<file path="src/rtl/sid_audio_i2s_if.sv">
// sid_audio_i2s_if
//   Bundles the SID audio consumer's sample stream and I2S outputs.
//   master : drives the input sample stream (ce_1m, audio_in, mute) and
//            observes the decimated PCM and the I2S lines.
//   slave  : the sid_audio_i2s block itself.
//   Signals:
//     ce_1m         input-sample strobe, one clk wide
//     audio_in      unsigned 18-bit SID output, mid-scale 0x20000
//     mute          forces the PCM result to zero
//     sample_out    last decimated signed 16-bit PCM sample
//     sample_strobe one-cycle pulse when sample_out updates
//     overrun       one-cycle pulse when a pending sample is overwritten
//     i2s_bclk      bit clock
//     i2s_lrclk     word select, 0 = left, 1 = right
//     i2s_data      serial data, MSB first, changes on bclk falling edge
interface sid_audio_i2s_if;
  logic        ce_1m;
  logic [17:0] audio_in;
  logic        mute;
  logic [15:0] sample_out;
  logic        sample_strobe;
  logic        overrun;
  logic        i2s_bclk;
  logic        i2s_lrclk;
  logic        i2s_data;

  modport master (
    output ce_1m, audio_in, mute,
    input  sample_out, sample_strobe, overrun, i2s_bclk, i2s_lrclk, i2s_data
  );

  modport slave (
    input  ce_1m, audio_in, mute,
    output sample_out, sample_strobe, overrun, i2s_bclk, i2s_lrclk, i2s_data
  );
endinterface

</file>
<file path="src/rtl/sid_audio_i2s.sv">
// sid_audio_i2s
//   Consumes the ~1 MHz unsigned SID audio stream, boxcar-averages
//   2^DECIM_LOG2 samples, removes the mid-scale offset to give signed
//   16-bit PCM, and serialises it as mono-duplicated I2S. The decimator
//   and the I2S framer run from independent counters and meet in a
//   one-entry holding register.
//   Ports:
//     clk    system clock
//     reset  synchronous, active-low (0 = reset)
//     bus    sid_audio_i2s_if.slave: sample stream in, PCM and I2S out
module sid_audio_i2s #(
  parameter int DECIM_LOG2 = 5,
  parameter int BCLK_DIV   = 8
) (
  input  logic            clk,
  input  logic            reset,
  sid_audio_i2s_if.slave  bus
);

  localparam int ACC_W = 18 + DECIM_LOG2;
  localparam int DIV_W = (BCLK_DIV > 2) ? $clog2(BCLK_DIV) : 1;
  localparam logic [DIV_W-1:0] DIV_LAST = DIV_W'(BCLK_DIV - 1);

  // Offset removal and truncation to 16 bits (floor, drops 2 LSBs).
  function automatic logic signed [15:0] to_pcm(input logic [17:0] avg);
    logic signed [17:0] s18;
    s18 = $signed(avg - 18'h20000);
    return $signed(s18[17:2]);
  endfunction

  logic [ACC_W-1:0]      acc;
  logic [DECIM_LOG2-1:0] cnt;
  logic [ACC_W-1:0]      sum;
  logic [17:0]           avg;

  logic signed [15:0]    pcm_p1;
  logic                  vld_p1;

  logic signed [15:0]    hold_p2;
  logic                  pending_p2;
  logic                  ovr_p2;

  logic [DIV_W-1:0]      div;
  logic                  bclk;
  logic                  lrclk;
  logic                  sdata;
  logic [4:0]            slot;
  logic [4:0]            slot_nx;
  logic [31:0]           frame;
  logic                  bclk_fall;
  logic                  frame_load;

  always_comb begin
    sum = acc + ACC_W'(bus.audio_in);
    avg = sum[ACC_W-1:DECIM_LOG2];
  end

  // Stage p0 -> p1: accumulate and emit one averaged PCM sample per window
  always_ff @(posedge clk) begin
    if (!reset) begin
      acc    <= '0;
      cnt    <= '0;
      pcm_p1 <= '0;
      vld_p1 <= 1'b0;
    end else begin
      vld_p1 <= 1'b0;
      if (bus.ce_1m) begin
        cnt <= cnt + DECIM_LOG2'(1);
        if (&cnt) begin
          acc    <= '0;
          pcm_p1 <= bus.mute ? 16'sd0 : to_pcm(avg);
          vld_p1 <= 1'b1;
        end else begin
          acc <= sum;
        end
      end
    end
  end

  // The bit clock falls when the divider wraps while bclk is high.
  // Slot 0 is where a new frame is taken from the holding register.
  assign bclk_fall  = bclk && (div == DIV_LAST);
  assign slot_nx    = slot + 5'd1;
  assign frame_load = bclk_fall && (slot_nx == 5'd0);

  // Stage p1 -> p2: holding register and I2S framer
  always_ff @(posedge clk) begin
    if (!reset) begin
      hold_p2    <= '0;
      pending_p2 <= 1'b0;
      ovr_p2     <= 1'b0;
      div        <= '0;
      bclk       <= 1'b0;
      lrclk      <= 1'b0;
      sdata      <= 1'b0;
      slot       <= 5'd31;
      frame      <= '0;
    end else begin
      if (div == DIV_LAST) begin
        div  <= '0;
        bclk <= ~bclk;
      end else begin
        div <= div + DIV_W'(1);
      end

      // One-slot I2S delay: slot s carries frame bit (32 - s) mod 32, so
      // slot 0 shifts out bit 0 of the frame that is being replaced.
      if (bclk_fall) begin
        slot  <= slot_nx;
        lrclk <= slot_nx[4];
        sdata <= frame[5'd0 - slot_nx];
        if (slot_nx == 5'd0) begin
          frame <= {hold_p2, hold_p2};
        end
      end

      // A strobe coincident with the frame load refills the slot the load
      // just emptied, so it is not an overrun.
      ovr_p2 <= vld_p1 && pending_p2 && !frame_load;
      if (vld_p1) begin
        hold_p2    <= pcm_p1;
        pending_p2 <= 1'b1;
      end else if (frame_load) begin
        pending_p2 <= 1'b0;
      end
    end
  end

  assign bus.sample_out    = pcm_p1;
  assign bus.sample_strobe = vld_p1;
  assign bus.overrun       = ovr_p2;
  assign bus.i2s_bclk      = bclk;
  assign bus.i2s_lrclk     = lrclk;
  assign bus.i2s_data      = sdata;

endmodule

</file>
<file path="src/flat_wrapper.sv">
// flat-port wrapper written by rule: the top's interface ports become plain ports
module sid_audio_i2s_flat 
#(
  parameter int DECIM_LOG2 = 5,
  parameter int BCLK_DIV   = 8
)
  (clk, reset, bus_ce_1m, bus_audio_in, bus_mute, bus_sample_out, bus_sample_strobe, bus_overrun, bus_i2s_bclk, bus_i2s_lrclk, bus_i2s_data);
  sid_audio_i2s_if bus_i ();
  input  logic clk;
  input  logic reset;
  input wire logic [$bits(bus_i.ce_1m)-1:0] bus_ce_1m;
  input wire logic [$bits(bus_i.audio_in)-1:0] bus_audio_in;
  input wire logic [$bits(bus_i.mute)-1:0] bus_mute;
  output wire logic [$bits(bus_i.sample_out)-1:0] bus_sample_out;
  output wire logic [$bits(bus_i.sample_strobe)-1:0] bus_sample_strobe;
  output wire logic [$bits(bus_i.overrun)-1:0] bus_overrun;
  output wire logic [$bits(bus_i.i2s_bclk)-1:0] bus_i2s_bclk;
  output wire logic [$bits(bus_i.i2s_lrclk)-1:0] bus_i2s_lrclk;
  output wire logic [$bits(bus_i.i2s_data)-1:0] bus_i2s_data;
  assign bus_i.ce_1m = bus_ce_1m;
  assign bus_i.audio_in = bus_audio_in;
  assign bus_i.mute = bus_mute;
  assign bus_sample_out = bus_i.sample_out;
  assign bus_sample_strobe = bus_i.sample_strobe;
  assign bus_overrun = bus_i.overrun;
  assign bus_i2s_bclk = bus_i.i2s_bclk;
  assign bus_i2s_lrclk = bus_i.i2s_lrclk;
  assign bus_i2s_data = bus_i.i2s_data;
  sid_audio_i2s #(.DECIM_LOG2(DECIM_LOG2), .BCLK_DIV(BCLK_DIV)) u_core (.clk(clk), .reset(reset), .bus(bus_i));
endmodule
</file>
<file path="config.mk">
export PLATFORM = sky130hd
export DESIGN_NAME = sid_audio_i2s_flat
export DESIGN_NICKNAME = d
export VERILOG_FILES = /design/src/rtl/sid_audio_i2s_if.sv /design/src/rtl/sid_audio_i2s.sv /design/src/flat_wrapper.sv
export SDC_FILE = /design/constraint.sdc
export NUM_CORES = 1
export LEC_CHECK = 0
export BUFFER_PORTS_ARGS = -buffer_cell sky130_fd_sc_hd__buf_2
export CORE_MARGIN = 4
export CORE_UTILIZATION = 50
export DETAILED_ROUTE_END_ITERATION = 12
export PLACE_DENSITY = 0.69
export SYNTH_ARGS = -nofsm -noshare
export SYNTH_HDL_FRONTEND = slang
export SYNTH_SLANG_ARGS = --single-unit
</file>
<file path="constraint.sdc">
create_clock -name clk -period 3.3 [get_ports clk]
set_input_delay 0.66 -clock clk [delete_from_list [all_inputs] [get_ports clk]]
set_output_delay 0.66 -clock clk [all_outputs]
set_load 0.01 [all_outputs]
</file>
-- After elaboration in Yosys (flattened, before gate mapping)
Index checks and enable logic that the tools add are counted.
- flip-flop bits (word level): 106
- output and inout port bits: 21
- $add $sub $neg: 6
- $lt $le $gt $ge: 1
- equal/unequal tests: 1
- muxes and demuxes: 7
- bitwise gates (word level): 2
- reduce and logical (&&, ||, !) cells: 12
- operator list (kind ; count):
    $add 23x18->23 ; 1
    $mux 23 ; 1
    $sub 18x18->18 const B ; 1
    $mux 16 ; 1
    $add 5x1->5 const B ; 2
    $lt 5x6->1 const B ; 1
    $reduce_and 6->1 ; 1
    $bmux 1 s5 ; 1
    $logic_not 5->1 ; 1
    $reduce_and 5->1 ; 1
    $sub 1x5->5 const A ; 1
    $logic_and 1x1->1 ; 4
    $mux 1 ; 4
    $reduce_and 2->1 ; 2
    $add 3x1->3 const B ; 1
    $eq 3x3->1 const B ; 1
    $not 1->1 ; 2
    $reduce_bool 2->1 ; 1
    $reduce_or 2->1 ; 1
    $logic_not 1->1 ; 1

-- Logic depth before layout (Yosys ltp)
Gate-level depths: netlist (run 1).
- word-level depth: 5
- gate-level depth with buffers: 10
- mapped depth without buffers: 10

-- Worst setup path after synthesis (run 1)
No wires, ideal clock.
- path type: input to register
- start: in bus_audio_in[0]
- end: reg u_core.acc[18]
- data arrival time: 2.641 ns
- setup slack: 0.537 ns
- stages: 10
- buffers on the path: 0
- path through: ha_1 inv_1 fa_1 and2b_1 o2111ai_1 a21oi_2 o211ai_4 o21a_4 and4_1 a311o_1
- word-level cells in the longest chain between the ends: 2
- RTL lines (item ; line ; text):
    start: declaration ; flat_wrapper.sv:12 ; input wire logic [$bits(bus_i.audio_in)-1:0] bus_audio_in;
    $add 23x18->23 ; sid_audio_i2s.sv:54 ; sum = acc + ACC_W'(bus.audio_in);
    $mux 23 ; sid_audio_i2s.sv:69 ; if (&cnt) begin
    end signal: assignment ; sid_audio_i2s.sv:74 ; acc <= sum;
    end: declaration ; sid_audio_i2s.sv:31 ; logic [ACC_W-1:0] acc;
Every way passes these cells.
A chain may end at the register's enable or synchronous reset.

-- Worst setup path in the final report (run 1)
Same ends and word-level chain as after synthesis.

==> results of run 1 <==
-- synthesized netlist by cell type (2+ instances only) --
cell       n
nand3_1   14
and3_1    11
nor2_1    30
o31ai_2    2
o21bai_1   3
ha_1      23
a22o_1    10
nand4b_1   3
nor2b_1   29
mux2i_1   38
a31oi_1    8
clkbuf_2   2
o22ai_1    3
buf_1      2
a211o_1    2
mux4_2     4
o211ai_1   2
nand4_1    8
a21oi_1   21
a21boi_0   3
o31ai_1    2
clkbuf_1  20
a311o_1    2
dfxtp_1   90
xor2_1    14
o21ai_0   20
inv_1      9
and2_1     9
and3b_1    3
a32o_1     4
nor3_1     5
nand2_1   37
xnor2_1   11
buf_4      2
buf_2      5
a21o_1     8
a22oi_1    2
o21a_1     3
-- metrics by stage --
step | hold WS [ns] | total power, mW | utilization, % | setup slack (ns) | std cells
finish | 0.4281 | 2.325 | 57.54 | 0.6337 | 640
global route | 0.4760 | 2.462 | 57.54 | 0.5412 | 640
CTS | 0.4338 | 2.345 | 57.54 | 0.6465 | 640
detailed placement | 0.4216 | 1.647 | 55.54 | 0.2714 | 624
global placement | 0.4136 | 1.640 | 55.54 | 0.3110 | 624
floorplan | 0.4043 | 1.543 | - | 0.5369 | 496
-- flip-flops by register name (all words and copies together) (netlist names), 3 cells and up --
signal / cells
u_core.acc: 23
u_core.bus.sample_out: 16
u_core.frame: 16
u_core.hold_p2: 16
u_core.cnt: 5
u_core.slot: 5
u_core.div: 3
-- worst paths after layout --
path | endpoint | cells after the start
min | u_core.div[0]$_SDFF_PP0_ | 1
max reg2reg | u_core.acc[18]$_SDFFE_PN0P_ | 10
max | u_core.acc[18]$_SDFFE_PN0P_ | 11
min reg2reg | u_core.div[0]$_SDFF_PP0_ | 1
-- cell type report --
cell class	instances	area, um2	share of cell area [%]
clock inverters	6	50.05	0.9782
repair buffers	51	277.8	5.429
clock buffers	10	127.6	2.494
inverters	10	37.54	0.7337
flip-flops and latches	90	1802	35.22
multi-input cells	365	2686	52.51
well taps	108	135.1	2.641
-- layer usage --
metal / track usage, % / vias up / part of all wire (%)
met5: 0 / - / 0
met4: 4.558 / 0 / 1.8
met2: 31.64 / 99 / 48
li1: - / 1844 / -
met1: 24.79 / 1677 / 46
met3: 4.593 / 22 / 4.5
-- worst max-delay path, delay by kind of cell --
kind            cells  cell delay, ns
compound gates      5            1.15
fa+ha+maj           2            0.53
buf+inv             2            0.14
simple gates        2            0.44
-- cells by family (layout without fill, tap and decap cells) --
family | after synthesis | after routing | synth area share, %
multiplexers | 43 | 43 | 10.35
flip-flops | 90 | 90 | 38.71
adder cells (fa/ha/maj) | 24 | 24 | 6.613
AND/OR/NAND/NOR | 161 | 161 | 18.36
buffers and inverters | 41 | 77 | 3.656
XOR/XNOR | 26 | 26 | 5.054
AO/OA/AOI/OAI | 111 | 111 | 17.26
-- where the power goes --
group          switching (mW)  internal (mW)
clock                   0.409          0.285
sequential             0.0263           1.12
combinational           0.280          0.200
==> metrics.csv, run 1 <==
stage;metric;value;unit
layout;Area Growth Syn to Fin;9.919;%
worst_setup_path;crit-path max FO;7;
synth;Net Count, Synth;542;
layout;most frequent cells in the layout;90 x dfxtp_1, 42 x buf_2, 38 x mux2i_1, 37 x nand2_1, 30 x nor2_1;
global_routing;initial antenna violation count;0;
routing;Detail Route Antenna Nets;0;
synth;Avg Inst Size Synth;9.384;um2
clock_tree;Root Driver;clkbuf_8;
routing;final WL;10210;um
worst_setup_path;Setup crit start;bus_audio_in[0];
worst_setup_path;R2R setup slack;0.66;ns
synth;Mapped Cells;496;
clock_tree;Post-CTS Hold Buffers;0;
worst_setup_path;Critical Path End Type;register;
clock_tree;cts repair resizes;0;
synth;FFs w/ async S/R, synth;0;%
timing;setup TNS;0;ns
timing;Min Clock Period, post-route;2.666;ns
timing;Slew @ Worst Pin;0.5783;ns
worst_setup_path;Req. time, crit path;3.55;ns
layout;final instance area;0.005116;mm2
synth;post-synth cell types;70;
floorplan;Rows;34;
global_routing;via count of the first global-routing pass;3463;
synth;top post-synthesis cells by area;dfxtp_1 39%, mux2i_1 8.2%, ha_1 6.2%;
place;Port-buffer cells;42;
clock_tree;H-tree depth;3;
timing;Slew Viols, Final;0;
floorplan;DIE AREA;0.01092;mm2
synth;Synth area leader;dfxtp_1;
timing;clock skew;0.01172;ns
timing;Final period util;80.80;%
routing;Via density;5.691;
place;RD Place Congestion;0.8721;
global_routing;pin count of the biggest net entering global routing;37;
routing;DR DRC count;0;
place;area post-placement;0.004938;mm2
layout;Fillers;825;
routing;Via Count;3642;
clock_tree;maximum clock path buffer count;2;
timing;Hold Violations, Final;0;
min_path;HP Start;u_core.div[0]$_SDFF_PP0_;
clock_tree;CTS tree;done;
global_routing;GRT overflow;0;
worst_setup_path;Slowest Stage Delay on Critical Path;0.37;ns
synth;Mapped Area;0.004654;mm2
flow_run;max_cap viols;0;
floorplan;IO Pins;43;
global_routing;Total GRT Usage;18.99;%
floorplan;Die H;104.5;um
timing;Setup violations, final;0;
worst_setup_path;critical path class;in2reg;
global_routing;first-pass GRT wire length;17040;um
timing;RSZ-0062 raised after global routing;no;
layout;commonest non-fill, non-tap cell in the layout;dfxtp_1;
place;Final HPWL DP;7504;um
routing;WL per Instance;15.95;um
synth;yosys warns;0;
worst_setup_path;critical path cell sequence;buf_2 > ha_1 > inv_1 > fa_1 > and2b_1 > o2111ai_1 > a21oi_2 > o211ai_4 > o21a_4 > and4_1 > a311o_1;
outcome;status;complete, no violations;
layout;Final #Nets;573;
floorplan;Core Footprint;0.008891;mm2
timing;slew margin rel.;61.11;%
worst_setup_path;Worst R2R Start;u_core.acc[0]$_SDFFE_PN0P_;
pwr;Leak;2.077;nW
layout;fraction of layout cells with a size suffix above 1;15.98;%
routing;DR iter-0 viols;183;
worst_setup_path;critical path startpoint category;primary input;
synth;number of flops mapped to enable cells by yosys;0;
min_path;HP Class;reg2reg;
layout;ant diodes;0;
routing;drt pass-1 iters;5;
synth;top cell type's share of synthesized area;38.71;%
clock_tree;clock latency on the worst-skew pair;0.36;ns
floorplan;Initial Utilization;52.35;%
clock_tree;Clock transition at path regs;0.09;ns
synth;Seq/Total Area, Yosys;38.71;%
pwr;power per cell area;454.4;mW/mm2
clock_tree;TritonCTS Sinks;90;
synth;Main synth FF type;dfxtp_1;
pwr;maximum VDD drop;0.2395;mV
synth;Yosys reg bits;90;
worst_setup_path;slowest CP cell;fa_1;
clock_tree;TritonCTS Buffers;9;
worst_setup_path;WP data arrival;2.91;ns
floorplan;Chip Width;104.5;um
clock_tree;setup bufs post-CTS;0;
timing;Max Freq;375.0;MHz
Power figures use the tool's default switching activity.
==> run 2: changes to the inputs <==
- ABC_AREA: default -> 1
- PLACE_DENSITY: 0.69 -> 0.71
- clock period: 3.3 -> 2.2 ns (I/O delays scaled with it)
==> run 2 against run 1 <==
  * Sequential power is 49% higher
  * Non-clock buffer count is 1 higher
  * Combinational power is 47% higher
  * Highest routed layer unchanged
  * Critical endpoint is now u_core.bus.sample_out[7]$_SDFFE_PN0P_
==> metrics.csv, run 2 <==
stage;metric;value;unit;change
clock_tree;TritonCTS Sinks;90;;unchanged
floorplan;Initial Utilization;51.05;%;-1.3 points
pwr;power per cell area;654.3;mW/mm2;+44%
place;Port-buffer cells;42;;unchanged
synth;Main synth FF type;dfxtp_1;;
pwr;Leak;2.657;nW;+28%
layout;most frequent cells in the layout;202 x nand2_1, 105 x nor2_1, 90 x dfxtp_1, 76 x inv_1, 50 x a21oi_1;;
worst_setup_path;slowest CP cell;fa_1;;
global_routing;pin count of the biggest net entering global routing;44;;+19%
min_path;HP Class;in2reg;;
synth;FFs w/ async S/R, synth;0;%;unchanged
clock_tree;H-tree depth;3;;unchanged
clock_tree;TritonCTS Buffers;9;;unchanged
synth;post-synth cell types;39;;-44%
synth;Mapped Area;0.004943;mm2;+6.2%
synth;number of flops mapped to enable cells by yosys;0;;unchanged
clock_tree;Post-CTS Hold Buffers;0;;unchanged
floorplan;Rows;36;;+5.9%
synth;Avg Inst Size Synth;6.708;um2;-29%
place;RD Place Congestion;0.9390;;+7.7%
worst_setup_path;critical path startpoint category;register;;
global_routing;Total GRT Usage;21.74;%;+2.8 points
timing;Slew Viols, Final;0;;unchanged
clock_tree;clock latency on the worst-skew pair;0.38;ns;+0.02 ns
timing;slew margin rel.;64.29;%;+3.2 points
clock_tree;Root Driver;clkbuf_8;;
routing;DR DRC count;0;;unchanged
timing;clock skew;0.02069;ns;+0.008966 ns
layout;Area Growth Syn to Fin;11.06;%;
floorplan;Chip Width;107.4;um;+2.8%
timing;Setup violations, final;0;;unchanged
synth;most common cell in the netlist;nand2_1;;
clock_tree;Clock transition at path regs;0.10;ns;about the same
flow_run;max_cap viols;0;;unchanged
layout;Fillers;969;;+17%
worst_setup_path;Worst path most repeated cell;nand2_1;;
routing;DR iter-0 viols;206;;+13%
global_routing;via count of the first global-routing pass;4345;;+25%
worst_setup_path;Req. time, crit path;2.43;ns;-1.12 ns
routing;Via Count;4626;;+27%
layout;fraction of layout cells with a size suffix above 1;13.67;%;-2.3 points
clock_tree;CTS tree;done;;
layout;max reg flops;23;;unchanged
routing;Via density;5.050;;-11%
routing;final WL;11890;um;+17%
layout;ant diodes;0;;unchanged
timing;Max Freq;504.5;MHz;
pwr;maximum VDD drop;0.3271;mV;+37%
synth;Synth area leader;dfxtp_1;;
synth;top cell type's share of synthesized area;36.45;%;-2.3 points
timing;Hold Violations, Final;0;;unchanged
global_routing;GRT overflow;0;;unchanged
synth;Net Count, Synth;783;;+44%
layout;Final #Nets;825;;+44%
global_routing;initial antenna violation count;0;;unchanged
timing;RSZ-0062 raised after global routing;no;;
routing;WL per Instance;12.98;um;-19%
synth;yosys warns;0;;unchanged
layout;commonest non-fill, non-tap cell in the layout;nand2_1;;
worst_setup_path;CP bufs+invs;2;;unchanged
clock_tree;maximum clock path buffer count;2;;unchanged
worst_setup_path;Slowest Stage Delay on Critical Path;0.37;ns;about the same
routing;Detail Route Antenna Nets;0;;unchanged
worst_setup_path;Critical Path End Type;register;;
timing;Final period util;90.10;%;
pwr;Total Power;3.592;mW;+55%
layout;Reg with most FFs;u_core.acc;;
timing;Slew @ Worst Pin;0.5356;ns;-0.04274 ns
floorplan;Core Footprint;0.009684;mm2;+8.9%
timing;setup TNS;0;ns;unchanged
timing;Min Clock Period, post-route;1.982;ns;
synth;Mapped Cells;737;;+49%
synth;Commonest cells post-synth;202 x nand2_1, 105 x nor2_1, 90 x dfxtp_1, 77 x inv_1, 50 x a21oi_1;;
floorplan;DIE AREA;0.01154;mm2;+5.7%
worst_setup_path;crit-path max FO;5;;-2
floorplan;IO Pins;43;;unchanged
place;Final HPWL DP;9046;um;+21%
floorplan;Die H;107.4;um;+2.8%
outcome;status;complete, no violations;;
synth;Seq/Total Area, Yosys;36.45;%;-2.3 points
worst_setup_path;critical path cell sequence;ha_1 > inv_1 > fa_1 > inv_2 > nand2_1 > nand3_1 > nand3_1 > nand2_1 > nand2_1 > nand3_2 > a21oi_2;;
global_routing;first-pass GRT wire length;20180;um;+18%
synth;top post-synthesis cells by area;dfxtp_1 36%, nand2_1 15%, nor2_1 8.0%;;
timing;WHS;0.3643;ns;-0.06376 ns
worst_setup_path;largest delay contributor family on the critical path;simple AND/OR/NAND/NOR gates;;
worst_setup_path;WP data arrival;2.21;ns;-0.70 ns
synth;Yosys reg bits;90;;unchanged
worst_setup_path;critical path class;reg2reg;;
routing;drt pass-1 iters;6;;+1
==> run 2: cell count changes after synthesis, moves of 32 or more <==
cell	before	now
nor2_1	30	105
nand3_1	14	46
inv_1	9	77
mux2i_1	38	0
nand2_1	37	202
==> run 2: tightest hold or removal path, stage by stage <==
cell     delay [ns]
buf_2          0.14
nand2_1        0.07
nor2_1         0.03
==> run 2: report_power, final <==
part	internal, mW	total, mW	switching [mW]
combinational	0.250	0.707	0.456
clock	0.560	1.17	0.612
sequential	1.68	1.71	0.0344
total	2.49	3.59	1.10
==> run 2: final timing paths <==
kind                                                 start                               endpoint  slack, ns  cells after the start
worst max-delay path            u_core.acc[0]$_SDFFE_PN0P_  u_core.bus.sample_out[7]$_SDFFE_PN0P_       0.22                     11
worst min-delay path                             bus_ce_1m    u_core.bus.sample_strobe$_SDFF_PN0_       0.36                      3
worst max register to register  u_core.acc[0]$_SDFFE_PN0P_  u_core.bus.sample_out[7]$_SDFFE_PN0P_       0.22                     11
worst min register to register    u_core.div[0]$_SDFF_PP0_               u_core.div[0]$_SDFF_PP0_       0.42                      1
==> run 2: routing by layer <==
metal  global-route usage (%)  part of all wire, %
met4                    7.484                  2.0
met5                        0                    0
met3                    3.839                  3.6
met1                    28.12                   48
met2                    36.55                   46
==> run 2: cells by family after synthesis <==
group | after synthesis | synth area share (%)
flops | 90 | 36.45
simple gates | 394 | 34.42
compound gates | 115 | 12.93
xor+xnor | 5 | 1.038
fa+ha+maj | 24 | 6.226
buf+inv | 109 | 8.934
==> run 2: per-stage QoR <==
stage | util (%) | cells | cell area (um2) | setup WS [ns]
after floorplan | - | 737 | 4943 | 0.3313
after global placement | 54.69 | 901 | 5296 | 0.08203
after detailed placement | 54.69 | 901 | 5296 | 0.03089
after CTS | 56.69 | 916 | 5490 | 0.2021
after global routing | 56.69 | 916 | 5490 | 0.03278
final | 56.69 | 916 | 5490 | 0.2177
==> run 2: cell type report <==
class / count / area (um2) / share of cell area (%)
tap: 133 / 166.4 / 3.031
clock inverter: 3 / 48.80 / 0.8888
timing repair buffer: 52 / 297.8 / 5.424
multi-input combinational: 538 / 2700 / 49.18
clock buffer: 12 / 145.1 / 2.644
sequential: 90 / 1802 / 32.82
inverter: 88 / 330.3 / 6.016
==> run 2: what timing repair did <==
| item | in CTS | in global routing |
|---|---|---|
| gates resized for setup | 0 | 1 |
| setup buffers | 0 | 0 |
| setup endpoints to repair | 0 | 3 |
==> run 3: changes to the inputs <==
- PLACE_DENSITY: 0.71 -> 0.72
==> run 3 against run 2 <==
  * Setup slack worse by 0.016 ns
  * Critical path type unchanged
  * Fmax decreased by 0.80%
  * Wire length increased by 3.8%
  * Register-to-register slack worse by 0.02 ns
  * Die area unchanged
  * Largest cell class unchanged
  * Highest routed layer unchanged
==> metrics.csv, run 3 (synthesis results as in run 2) <==
stage;metric;value;unit;change
worst_setup_path;Levels on crit path;11;;unchanged
worst_setup_path;CP bufs+invs;2;;unchanged
timing;Max Freq;500.5;MHz;-0.80%
pwr;Cell Int Power;2.483;mW;-0.25%
floorplan;Chip Width;107.4;um;unchanged
worst_setup_path;critical path cell sequence;ha_1 > inv_1 > fa_1 > inv_2 > nand3_1 > nand3_1 > nand2_1 > nand2_1 > xor2_1 > nand2_1 > a21oi_2;;
worst_setup_path;crit-path max FO;5;;unchanged
worst_setup_path;critical path startpoint category;register;;
place;area post-placement;0.005291;mm2;about the same
routing;final WL;12340;um;+3.8%
clock_tree;clock latency on the worst-skew pair;0.37;ns;about the same
timing;Final period util;90.83;%;+0.72 points
floorplan;IO Pins;43;;unchanged
global_routing;first-pass GRT wire length;20480;um;+1.5%
timing;clock skew;0.01076;ns;-0.009928 ns
layout;Finished Core Util;56.71;%;about the same
timing;Hold Violations, Final;0;;unchanged
worst_setup_path;largest delay contributor family on the critical path;adder cells;;
pwr;sequential power share;47.3;%;-0.4 points
layout;fraction of layout cells with a size suffix above 1;14.03;%;+0.37 points
layout;final instance area;0.005492;mm2;about the same
floorplan;Initial Utilization;51.05;%;unchanged
layout;max reg flops;23;;unchanged
min_path;hold depth;3;;unchanged
routing;drt pass-1 iters;5;;-1
place;Port-buffer cells;42;;unchanged
pwr;Switching Fraction;31.27;%;+0.56 points
timing;Setup violations, final;0;;unchanged
routing;DR iter-0 viols;228;;+11%
layout;most frequent cells in the layout;202 x nand2_1, 105 x nor2_1, 90 x dfxtp_1, 76 x inv_1, 50 x a21oi_1;;
pwr;Total Power;3.613;mW;+0.57%
clock_tree;setup bufs post-CTS;0;;unchanged
global_routing;initial antenna violation count;0;;unchanged
worst_setup_path;Critical Path End Type;register;;
worst_setup_path;Req. time, crit path;2.50;ns;+0.07 ns
layout;Final #Nets;826;;+0.12%
worst_setup_path;reg2reg path depth;11;;unchanged
routing;Via Count;4708;;+1.8%
clock_tree;TritonCTS Buffers;9;;unchanged
outcome;status;complete, no violations;;
place;RD Place Congestion;0.9511;;+1.3%
place;placed cell count;902;;+0.11%
layout;fin cells;917;;+0.11%
pwr;maximum VDD drop;0.2975;mV;-9.1%
timing;final worst slack;0.2018;ns;-0.01591 ns
floorplan;Rows;36;;unchanged
min_path;HP Class;in2reg;;
routing;Detail Route Antenna Nets;0;;unchanged
worst_setup_path;Slowest Stage Delay on Critical Path;0.37;ns;about the same
global_routing;GRT overflow;0;;unchanged
clock_tree;maximum clock path buffer count;2;;unchanged
pwr;Comb pwr share;19.5;%;-0.2 points
worst_setup_path;WP data arrival;2.30;ns;+0.09 ns
flow_run;max_cap viols;0;;unchanged
pwr;Psw;1.130;mW;+2.4%
routing;WL per Instance;13.46;um;+3.6%
floorplan;Die H;107.4;um;unchanged
pwr;Clock Power Share;33.2;%;+0.6 points
worst_setup_path;Worst path most repeated cell;nand2_1;;
timing;setup TNS;0;ns;unchanged
pwr;power per cell area;657.8;mW/mm2;+0.55%
clock_tree;Clock transition at path regs;0.09;ns;about the same
timing;slew margin rel.;64.25;%;about the same
place;dpl ws;-0.007564;ns;-0.03846 ns
clock_tree;TritonCTS Sinks;90;;unchanged
layout;ant diodes;0;;unchanged
floorplan;DIE AREA;0.01154;mm2;unchanged
global_routing;via count of the first global-routing pass;4450;;+2.4%
worst_setup_path;slowest CP cell;fa_1;;
global_routing;pin count of the biggest net entering global routing;44;;unchanged
clock_tree;H-tree depth;3;;unchanged
pwr;Leak;2.663;nW;+0.21%
clock_tree;Root Driver;clkbuf_8;;
timing;RSZ-0062 raised after global routing;no;;
worst_setup_path;critical path class;reg2reg;;
clock_tree;CTS tree;done;;
layout;Reg with most FFs;u_core.acc;;
timing;Slew Viols, Final;0;;unchanged
layout;Area Growth Syn to Fin;11.09;%;about the same
routing;Via density;5.134;;+1.7%
routing;DR DRC count;0;;unchanged
layout;commonest non-fill, non-tap cell in the layout;nand2_1;;
floorplan;Core Footprint;0.009684;mm2;unchanged
layout;Fillers;978;;+0.93%
global_routing;Total GRT Usage;22.09;%;+0.35 points
clock_tree;Post-CTS Hold Buffers;0;;unchanged
timing;Min Clock Period, post-route;1.998;ns;+0.01591 ns
timing;WHS;0.3636;ns;-0.0006890 ns
timing;Slew @ Worst Pin;0.5362;ns;+0.0005999 ns
place;Final HPWL DP;9285;um;+2.6%
[run 3: changes by cell type in the layout (fill, tap and decap cells not counted)]
cell / change
buf_12: -1
clkinv_2: +1
inv_6: +1
clkbuf_1: -2
buf_4: +2
[run 3: power by group through the flow]
stage	registers, mW	logic, mW	clock network, mW
2_1_floorplan	1.74	0.524	0
3_3_place_gp	1.74	0.689	0
3_5_place_dp	1.75	0.699	0
4_1_cts	1.71	0.704	1.22
5_1_grt	1.72	0.795	1.30
6_report	1.71	0.704	1.20
[run 3: worst min-delay path, cell delays in order]
cell and delay (ns):
buf_2 0.15, nand2_1 0.07, nor2_1 0.04
[run 3: routing by layer]
metal | up-vias | wire length [um] | GRT usage (%)
li1 | 2450 | - | -
met1 | 2160 | 5433 | 26.41
met2 | 83 | 6334 | 39.95
met3 | 15 | 355 | 2.999
met4 | 0 | 216 | 8.476
met5 | - | 0 | 0
[run 3: final timing paths]
path | startpoint | to | slack, ns
hold / removal | bus_ce_1m | u_core.bus.sample_strobe$_SDFF_PN0_ | 0.36
hold reg to reg | u_core.div[0]$_SDFF_PP0_ | u_core.div[0]$_SDFF_PP0_ | 0.42
setup reg to reg | u_core.acc[0]$_SDFFE_PN0P_ | u_core.bus.sample_out[1]$_SDFFE_PN0P_ | 0.20
setup / recovery | u_core.acc[0]$_SDFFE_PN0P_ | u_core.bus.sample_out[1]$_SDFFE_PN0P_ | 0.20
[run 3: cell type report]
cell class	instances	area (um2)	area share (%)
inverters	88	330.3	6.015
multi-input cells	538	2700	49.17
repair buffers	53	292.8	5.332
clock inverters	5	62.56	1.139
well taps	133	166.4	3.030
flip-flops and latches	90	1802	32.81
clock buffers	10	137.6	2.506
[run 3: repair_timing]
action                                 CTS  global route
endpoints found under the hold margin    0             0
setup endpoints to repair                0             1
gates resized for setup                  0             1
